## src/rtl/alaw_enc_seq.sv

```systemverilog
// A-law style compander: sequential exponent search, one exponent tested per cycle.
// Latency: 1 accept cycle, 1..7 SEARCH cycles (8-e for e>=1, 7 for e=0), then held in EMIT until taken.
// Backpressure: IN_READY only in IDLE; OUT_CODE/OUT_VALID held until OUT_READY. Optional stats: ALAW_ENC_STATS_EN.
module alaw_enc_seq #(
  parameter int SAT_CNT_W = 8
) (
  input  logic                 CLK,
  input  logic                 RST,
  input  logic [11:0]          IN_DATA,
  input  logic                 IN_VALID,
  output logic                 IN_READY,
  output logic [7:0]           OUT_CODE,
  output logic                 OUT_VALID,
  input  logic                 OUT_READY
`ifdef ALAW_ENC_STATS_EN
  ,
  output logic [SAT_CNT_W-1:0] SAT_COUNT
`endif
);

  if (SAT_CNT_W < 1) begin : g_bad_sat_cnt_w
    $error("alaw_enc_seq: SAT_CNT_W must be at least 1");
  end

  typedef enum logic [1:0] {
    IDLE   = 2'd0,
    SEARCH = 2'd1,
    EMIT   = 2'd2
  } state_t;

  state_t      state_q;
  logic [11:0] mag_q;
  logic [2:0]  exp_q;
  logic        sign_q;
  logic        in_ready_q;
  logic        out_valid_q;
  logic [7:0]  out_code_q;

  logic [11:0]        mag_d;
  logic [2:0]         exp_sel_d;
  logic [7:0]         code_d;
  logic [11:0]        thresh;
  logic               hit;
  logic               done;
  logic [11:0]        shifted;
  logic signed [12:0] diff;
  logic [3:0]         mant;
  logic [7:0]         mag_code;
`ifdef ALAW_ENC_STATS_EN
  logic               sat;
`endif

  // Magnitude of the incoming sample, exponent test for the current step, and the resulting code.
  always_comb begin
    // -2048 maps to 12'h800 = 2048, still representable as unsigned 12-bit.
    mag_d     = IN_DATA[11] ? (~IN_DATA + 12'd1) : IN_DATA;
    thresh    = 12'd17 << exp_q;
    hit       = (mag_q >= thresh);
    // A miss at e=1 falls straight through to the linear segment in the same cycle.
    done      = hit || (exp_q == 3'd1);
    exp_sel_d = hit ? exp_q : 3'd0;
    shifted   = (exp_sel_d == 3'd0) ? (mag_q >> 1) : (mag_q >> exp_sel_d);
    diff      = $signed({1'b0, shifted}) - ((exp_sel_d == 3'd0) ? 13'sd9 : 13'sd17);
`ifdef ALAW_ENC_STATS_EN
    sat       = 1'b0;
`endif
    if (diff < 13'sd0) begin
      mant = 4'd0;
    end else if (diff > 13'sd15) begin
      mant = 4'd15;
`ifdef ALAW_ENC_STATS_EN
      sat  = 1'b1;
`endif
    end else begin
      mant = diff[3:0];
    end
    mag_code = {1'b0, mant, exp_sel_d};
    // Two's-complement negation keeps a zero magnitude at 0x00 for either sign.
    code_d   = sign_q ? (~mag_code + 8'd1) : mag_code;
  end

  // Control FSM with registered handshake and code outputs.
  always_ff @(posedge CLK or posedge RST) begin
    if (RST) begin
      state_q     <= IDLE;
      mag_q       <= 12'd0;
      exp_q       <= 3'd0;
      sign_q      <= 1'b0;
      in_ready_q  <= 1'b1;
      out_valid_q <= 1'b0;
      out_code_q  <= 8'h00;
    end else begin
      case (state_q)
        IDLE: begin
          if (IN_VALID && in_ready_q) begin
            mag_q      <= mag_d;
            sign_q     <= IN_DATA[11];
            exp_q      <= 3'd7;
            in_ready_q <= 1'b0;
            state_q    <= SEARCH;
          end
        end
        SEARCH: begin
          if (done) begin
            exp_q       <= exp_sel_d;
            out_code_q  <= code_d;
            out_valid_q <= 1'b1;
            state_q     <= EMIT;
          end else begin
            exp_q <= exp_q - 3'd1;
          end
        end
        EMIT: begin
          if (OUT_READY) begin
            out_valid_q <= 1'b0;
            in_ready_q  <= 1'b1;
            state_q     <= IDLE;
          end
        end
        default: begin
          state_q <= IDLE;
        end
      endcase
    end
  end

`ifdef ALAW_ENC_STATS_EN
  logic [SAT_CNT_W-1:0] sat_cnt_q;

  // Count upper mantissa clamps as each code enters EMIT; sticks at all-ones.
  always_ff @(posedge CLK or posedge RST) begin
    if (RST) begin
      sat_cnt_q <= '0;
    end else if ((state_q == SEARCH) && done && sat && (sat_cnt_q != '1)) begin
      sat_cnt_q <= sat_cnt_q + 1'b1;
    end
  end

  assign SAT_COUNT = sat_cnt_q;
`endif

  assign IN_READY  = in_ready_q;
  assign OUT_VALID = out_valid_q;
  assign OUT_CODE  = out_code_q;

endmodule

```

## config.mk

```make
export PLATFORM = sky130hd
export DESIGN_NAME = alaw_enc_seq
export DESIGN_NICKNAME = d
export VERILOG_FILES = /design/src/rtl/alaw_enc_seq.sv
export SDC_FILE = /design/constraint.sdc
export NUM_CORES = 1
export LEC_CHECK = 0
export CAP_MARGIN = 20
export CORE_ASPECT_RATIO = 1.25
export CORE_UTILIZATION = 59
export CTS_CLUSTER_DIAMETER = 100
export DETAILED_ROUTE_END_ITERATION = 10
export GPL_TIMING_DRIVEN = 1
export PLACE_DENSITY = 0.82
export SETUP_SLACK_MARGIN = 0.1
export SLEW_MARGIN = 5
export SYNTH_ARGS = -nofsm -noshare
export SYNTH_HDL_FRONTEND = slang
export SYNTH_SLANG_ARGS = --single-unit
```

## constraint.sdc

```tcl
create_clock -name CLK -period 7.2 [get_ports CLK]
set_input_delay 1.08 -clock CLK [delete_from_list [all_inputs] [get_ports CLK]]
set_output_delay 1.08 -clock CLK [all_outputs]
set_load 0.1 [all_outputs]
```

# Yosys cells after proc, flatten, opt, wreduce, memory -nomap -nowiden
# Index checks and enable logic that the tools add are counted.
[op_classes]
n_shift = 2
order_cmp = 3
n_bitwise = 2
n_mux = 20
reduce_logical = 13
n_eq_ne = 6
addsub = 4
[ops]
columns = ["cell", "count"]
rows = [
  ["12-bit two-way mux", 2],
  ["13-bit by 5-bit > comparator with 1-bit output (second input constant)", 1],
  ["13-bit by 1-bit < comparator with 1-bit output (second input constant)", 1],
  ["12-bit by 5-bit subtractor with 13-bit output", 1],
  ["12-bit by 1-bit adder with 12-bit output (second input constant)", 1],
  ["12-bit >= comparator", 1],
  ["12-bit NOT", 1],
  ["5-bit by 3-bit << shifter with 12-bit output (first input constant)", 1],
  ["12-bit by 3-bit right shift with 12-bit output", 1],
  ["3-bit two-way mux", 3],
  ["3-bit AND reduction", 3],
  ["8-bit by 1-bit adder with 8-bit output (second input constant)", 1],
  ["4-bit two-way mux", 2],
  ["8-bit two-way mux", 1],
  ["7-bit NOT with 8-bit output", 1],
  ["2-bit two-way mux", 3],
  ["2-bit != test (second input constant)", 3],
  ["2-bit case mux with 3 select lines", 1],
  ["3-bit case mux with 2 select lines", 1],
  ["2-bit AND reduction", 3],
  ["2-bit nonzero test", 3],
  ["5-bit two-way mux", 1],
  ["1-bit two-way mux", 4],
  ["1-bit case mux with 2 select lines", 2],
  ["8 further kinds", 8],
]
[word_totals]
out_inout_bits = 10
register_bits = 28

# Longest topological paths before layout
[depth]
ltp_word = 12
mapped_depth = 31

# Least setup slack after synthesis
# OpenSTA, ideal clock, no wires.
[synth_path]
path_type = "flip-flop to flip-flop"
startpoint = "reg exp_q[1]"
endpoint = "reg out_code_q[6] (netlist: OUT_CODE[6])"
stages_incl_launch_ff = 31
setup_time_ns = 0.082
required_time_ns = 7.118
period_less_slack_ns = 5.890
arrival_time_ns = 5.808
n_path_buf = 3
slack_ns = 1.310
cell_sequence = "dfrtp_1 -> buf_2 -> inv_1 -> ha_1 -> inv_1 -> nor2_1 -> inv_1 -> ha_1 -> a2111o_1 -> a31oi_1 -> nand2b_1 -> buf_2 -> nand2_1 -> ha_1 -> ha_1 -> clkbuf_1 -> nor2_1 -> o22ai_1 -> o31a_1 -> nand2_1 -> inv_1 -> ha_1 -> nand2_1 -> a21oi_1 -> a41oi_2 -> o21a_1 -> or3b_4 -> a2111oi_4 -> a21oi_1 -> or3_1 -> a31oi_1"
[synth_via]
elab_chain_len = 12
elab_cells_between_ends = 18
cone_classes = "add/sub: 2; order compare: 3; eq/ne: 1; shift: 2; mux: 6; bitwise: 1; reduce/logical: 3"
[synth_lines]
columns = ["item", "line", "source"]
rows = [
  ["start, declared", "33", "logic [2:0] exp_q;"],
  ["start signal, assigned", "105", "exp_q <= exp_sel_d;"],
  ["start signal, assigned", "110", "exp_q <= exp_q - 3'd1;"],
  ["5-bit by 3-bit << shifter with 12-bit output", "57", "thresh = 12'd17 << exp_q;"],
  ["12-bit >= comparator", "58", "hit = (mag_q >= thresh);"],
  ["3-bit two-way mux", "61", "exp_sel_d = hit ? exp_q : 3'd0;"],
  ["12-bit by 3-bit right shift with 12-bit output / 3-bit zero test (equally long branches)", "62, 63", ""],
  ["12-bit two-way mux / 5-bit two-way mux (equally long branches)", "62, 63", ""],
  ["12-bit by 5-bit subtractor with 13-bit output", "63", "diff = $signed({1'b0, shifted}) - ((exp_sel_d == 3'd0) ? 13'sd9 : 13'sd17);"],
  ["13-bit by 5-bit > comparator with 1-bit output", "69", "end else if (diff > 13'sd15) begin"],
  ["4-bit two-way mux", "69", ""],
  ["4-bit two-way mux", "67", "if (diff < 13'sd0) begin"],
  ["7-bit NOT with 8-bit output", "79", "code_d = sign_q ? (~mag_code + 8'd1) : mag_code;"],
  ["8-bit by 1-bit adder with 8-bit output", "79", ""],
  ["8-bit two-way mux", "79", ""],
  ["end signal, assigned", "106", "out_code_q <= code_d;"],
  ["end, declared", "37", "logic [7:0] out_code_q;"],
]
# Several ways; a longest one is shown, not always the timed one.
# A chain may end at the register's enable or synchronous reset.

# Worst setup path after layout
[layout_path]
startpoint = "reg exp_q[0]"
endpoint = "reg out_code_q[6] (netlist: OUT_CODE[6])"
# The elaborated chain is that of the path after synthesis.

==> impl_results.md <==
* PD cells at 95.0 nW/µm²
* Clock tree buffer depth at 2
* Crit. End Element: flop
* Post-CTS Setup Inserts at 0
* Post-synth ARST share at between 90% and 100%
* Synth warnings at 0
* Antenna violations before repair at 0
* ANT cells at 0
* Hold crit path type: flop to flop
* CTS Root Cell: clkbuf_8
* Die footprint at 5010 µm²
* Largest net degree at the start of global routing at 31
* WL final at 7.00 mm
* Die Y at slightly below 80 µm
* Core Area at 4460 µm²
* Post-DR vias/cell at roughly 6.3
* Number of synthesized flops with an enable pin at 0
* Syn_nets at about 400
* R2R Path End: OUT_CODE[6]
* Post-Syn Area per Cell at roughly 7.7 µm²
* CTS H-Tree Depth at 1
* Clock skew at 0.00270 ns
* Final setup fails at 0
* # port buffers at 25
* Critical Path RT at 7.40 ns
* Number of DRC markers in iteration 0 at between 200 and 300
* TritonCTS clock tree: done
* Max Cap Viol at 0
* Layout cells sized above 1 at 7.41%
* Most used cell along the critical path: ha_1
* Slew margin rel. at about a third
* Setup Total Neg Slack at 0 ns
* Worst-case reg-to-reg path depth at 27
* Max rail drop VDD at 119 µV
* Via count at 2,751
* Sequential fraction of the synthesis area at 25.1%
* Dominant synthesized flop cell: dfrtp_1
* Overall Global Routing Usage at 31.0%
* Hold buffers post-CTS at 0
* FP Rows at 27
* Hold path startpoint: OUT_CODE[5]
* Initial core utilization at 62.6%
* Nets at between 400 and 500
* Worst Setup Start Kind: flop
* Detail Route Antenna Nets at 0
* Synth-to-Final Area Change at 14.0%
* Area contributors post-synth: dfrtp_1, ha_1, nand2_1
* Reg2reg setup slack at about 0.7 ns
* Seq cells post-synth at 28
* Yosys top cell area share at 24.2%
* Kind of critical path: flop to flop
* Final Slew Violations at 0
* Clk sinks at 28
* Mapped Cells at 362
* Slew @ Worst Pin at 0.976 ns
* Hold Slack at 0.500 ns
* Hold endpoint: OUT_CODE[5]
* Hold path cells at 2
* Final period utilization at 90.1%
* First-pass GRT wire length at ~12 mm
* Die W at between 60 and 70 µm
* Final Util at a little under three quarters
* Leakage at 1.40 nW
* Arr. time, crit path at 6.69 ns
* Post-DP HPWL at roughly 5.4 mm
* Most frequent cells after synthesis: nand2_1, nor2_1, a21oi_1, dfrtp_1, inv_1
* Placer Congestion at 0.936
* TritonCTS buffer count at 3
* Max FO, Critical Path at 15
* Max stage delay on crit path at 0.53 ns
* RSZ-0062 raised after global routing: false
* IO Pins at 26
* Highest Clock Rate at 0.154 GHz
* Pre-Repair DR Iteration Count at 7
* Min Tclk post-route at 6.48 ns
* Syn Std Cell Area at 2790 µm²
* Final hold vios at 0
* GR Overflow Total at 0
* Crit Reg-Reg Startpoint: exp_q[0]
* Vias in the first global route at around 2,600
* Most numerous cell in the Yosys netlist: nand2_1
* Residual DRC at 0
* Status: completed
* CTS clock-pin slew for the worst setup and hold paths at 0.09 ns
* Worst-skew pair later-pin latency at 0.28 ns
* Post-synth cell types at 57
* WL per Instance at roughly 16 µm
* Dominant cell type by area after synthesis: dfrtp_1
* Slowest-stage cell, CP: a2111oi_4
cells by family after synthesis:
group / share of synthesized area [%]
compound gates: 27.4
xor+xnor: 4.08
fa+ha+maj: 10.3
buf+inv: 5.78
flops: 25.1
mux: 5.69
simple gates: 21.6
power by group:
| part | total, mW | switching [mW] | internal (mW) |
|---|---|---|---|
| Clock | 0.122 | 0.0474 | 0.0745 |
| Sequential | 0.157 | 0 | 0.157 |
| Combinational | 0.0236 | 0.0107 | 0.0129 |
| Total | 0.303 | 0.0580 | 0.244 |
stage by stage:
| stage | worst slack [ns] | total power [mW] | area [µm²] | instances |
|---|---|---|---|---|
| after floorplan | 1.31 | 0.171 | 2790 | 362 |
| after global placement | 0.738 | 0.182 | 3080 | 431 |
| after detailed placement | 0.455 | 0.182 | 3080 | 431 |
| after CTS | 0.407 | 0.303 | 3150 | 435 |
| after global routing | 0.113 | 0.313 | 3180 | 436 |
| final | 0.715 | 0.303 | 3180 | 436 |
layout make-up:
class	count	area, µm²
timing repair buffer	30	308
sequential	28	704
clock buffer	3	41.3
tap	58	72.6
multi-input combinational	292	1940
clock inverter	1	30.0
inverter	24	90.1
fill	373	1280
registers in the layout, summed over array words and instances, names as in the netlist:
name / flops
IN_READY: 1
OUT_CODE: 8
mag_q: 12
exp_q: 3
state_q: 2
sign_q: 1
OUT_VALID: 1
timing repair:
item | CTS | global route
gates resized for setup | 0 | 3
hold endpoints to repair | 0 | 0
endpoints found under the setup margin | 0 | 5
critical path, delay by kind of cell, from the launching register on:
kind	cells	cell delay, ns
flip-flops	1	0.52
buffers and inverters	3	0.41
adder cells (fa/ha/maj)	5	1.31
AND/OR/NAND/NOR	8	1.74
AO/OA/AOI/OAI	11	2.42
cells in the final DEF (no fill, tap or decap), drive strengths merged, types with 3 or more instances in the layout:
master,n
or3,8
inv,24
xor2,9
o211ai,4
nor3,4
nor2,38
a21oi,29
nand4,6
a31oi,10
o21a,3
xnor2,4
nor2b,3
ha,23
and2,3
o31ai,6
nand3,4
buf,5
clkdlybuf4s50,25
nand2,51
a211o,3
nand2b,7
a221oi,5
clkbuf,3
mux2i,8
mux2,3
dfrtp,27
o21ai,28
metal layers:
metal  track usage (%)  vias to the layer above  share of wire (%)
li1                  -                     1340                  -
met1              42.9                     1287                 43
met5                 0                        -                  0
met2              49.9                      105                 48
met3              1.87                       19                5.2
met4              13.4                        0                3.1
worst max path at each step:
stage	from	to	slack [ns]	cells after the start
5_1_grt	exp_q[1]	OUT_CODE[6]	0.11	28
6_report	exp_q[0]	OUT_CODE[6]	0.72	27
2_1_floorplan	exp_q[1]	OUT_CODE[6]	1.31	30
3_5_place_dp	exp_q[0]	OUT_CODE[6]	0.46	27
4_1_cts	exp_q[0]	OUT_CODE[6]	0.41	27
3_3_place_gp	exp_q[0]	OUT_CODE[6]	0.74	27
Note: power is estimated with default switching activity, not from simulation.
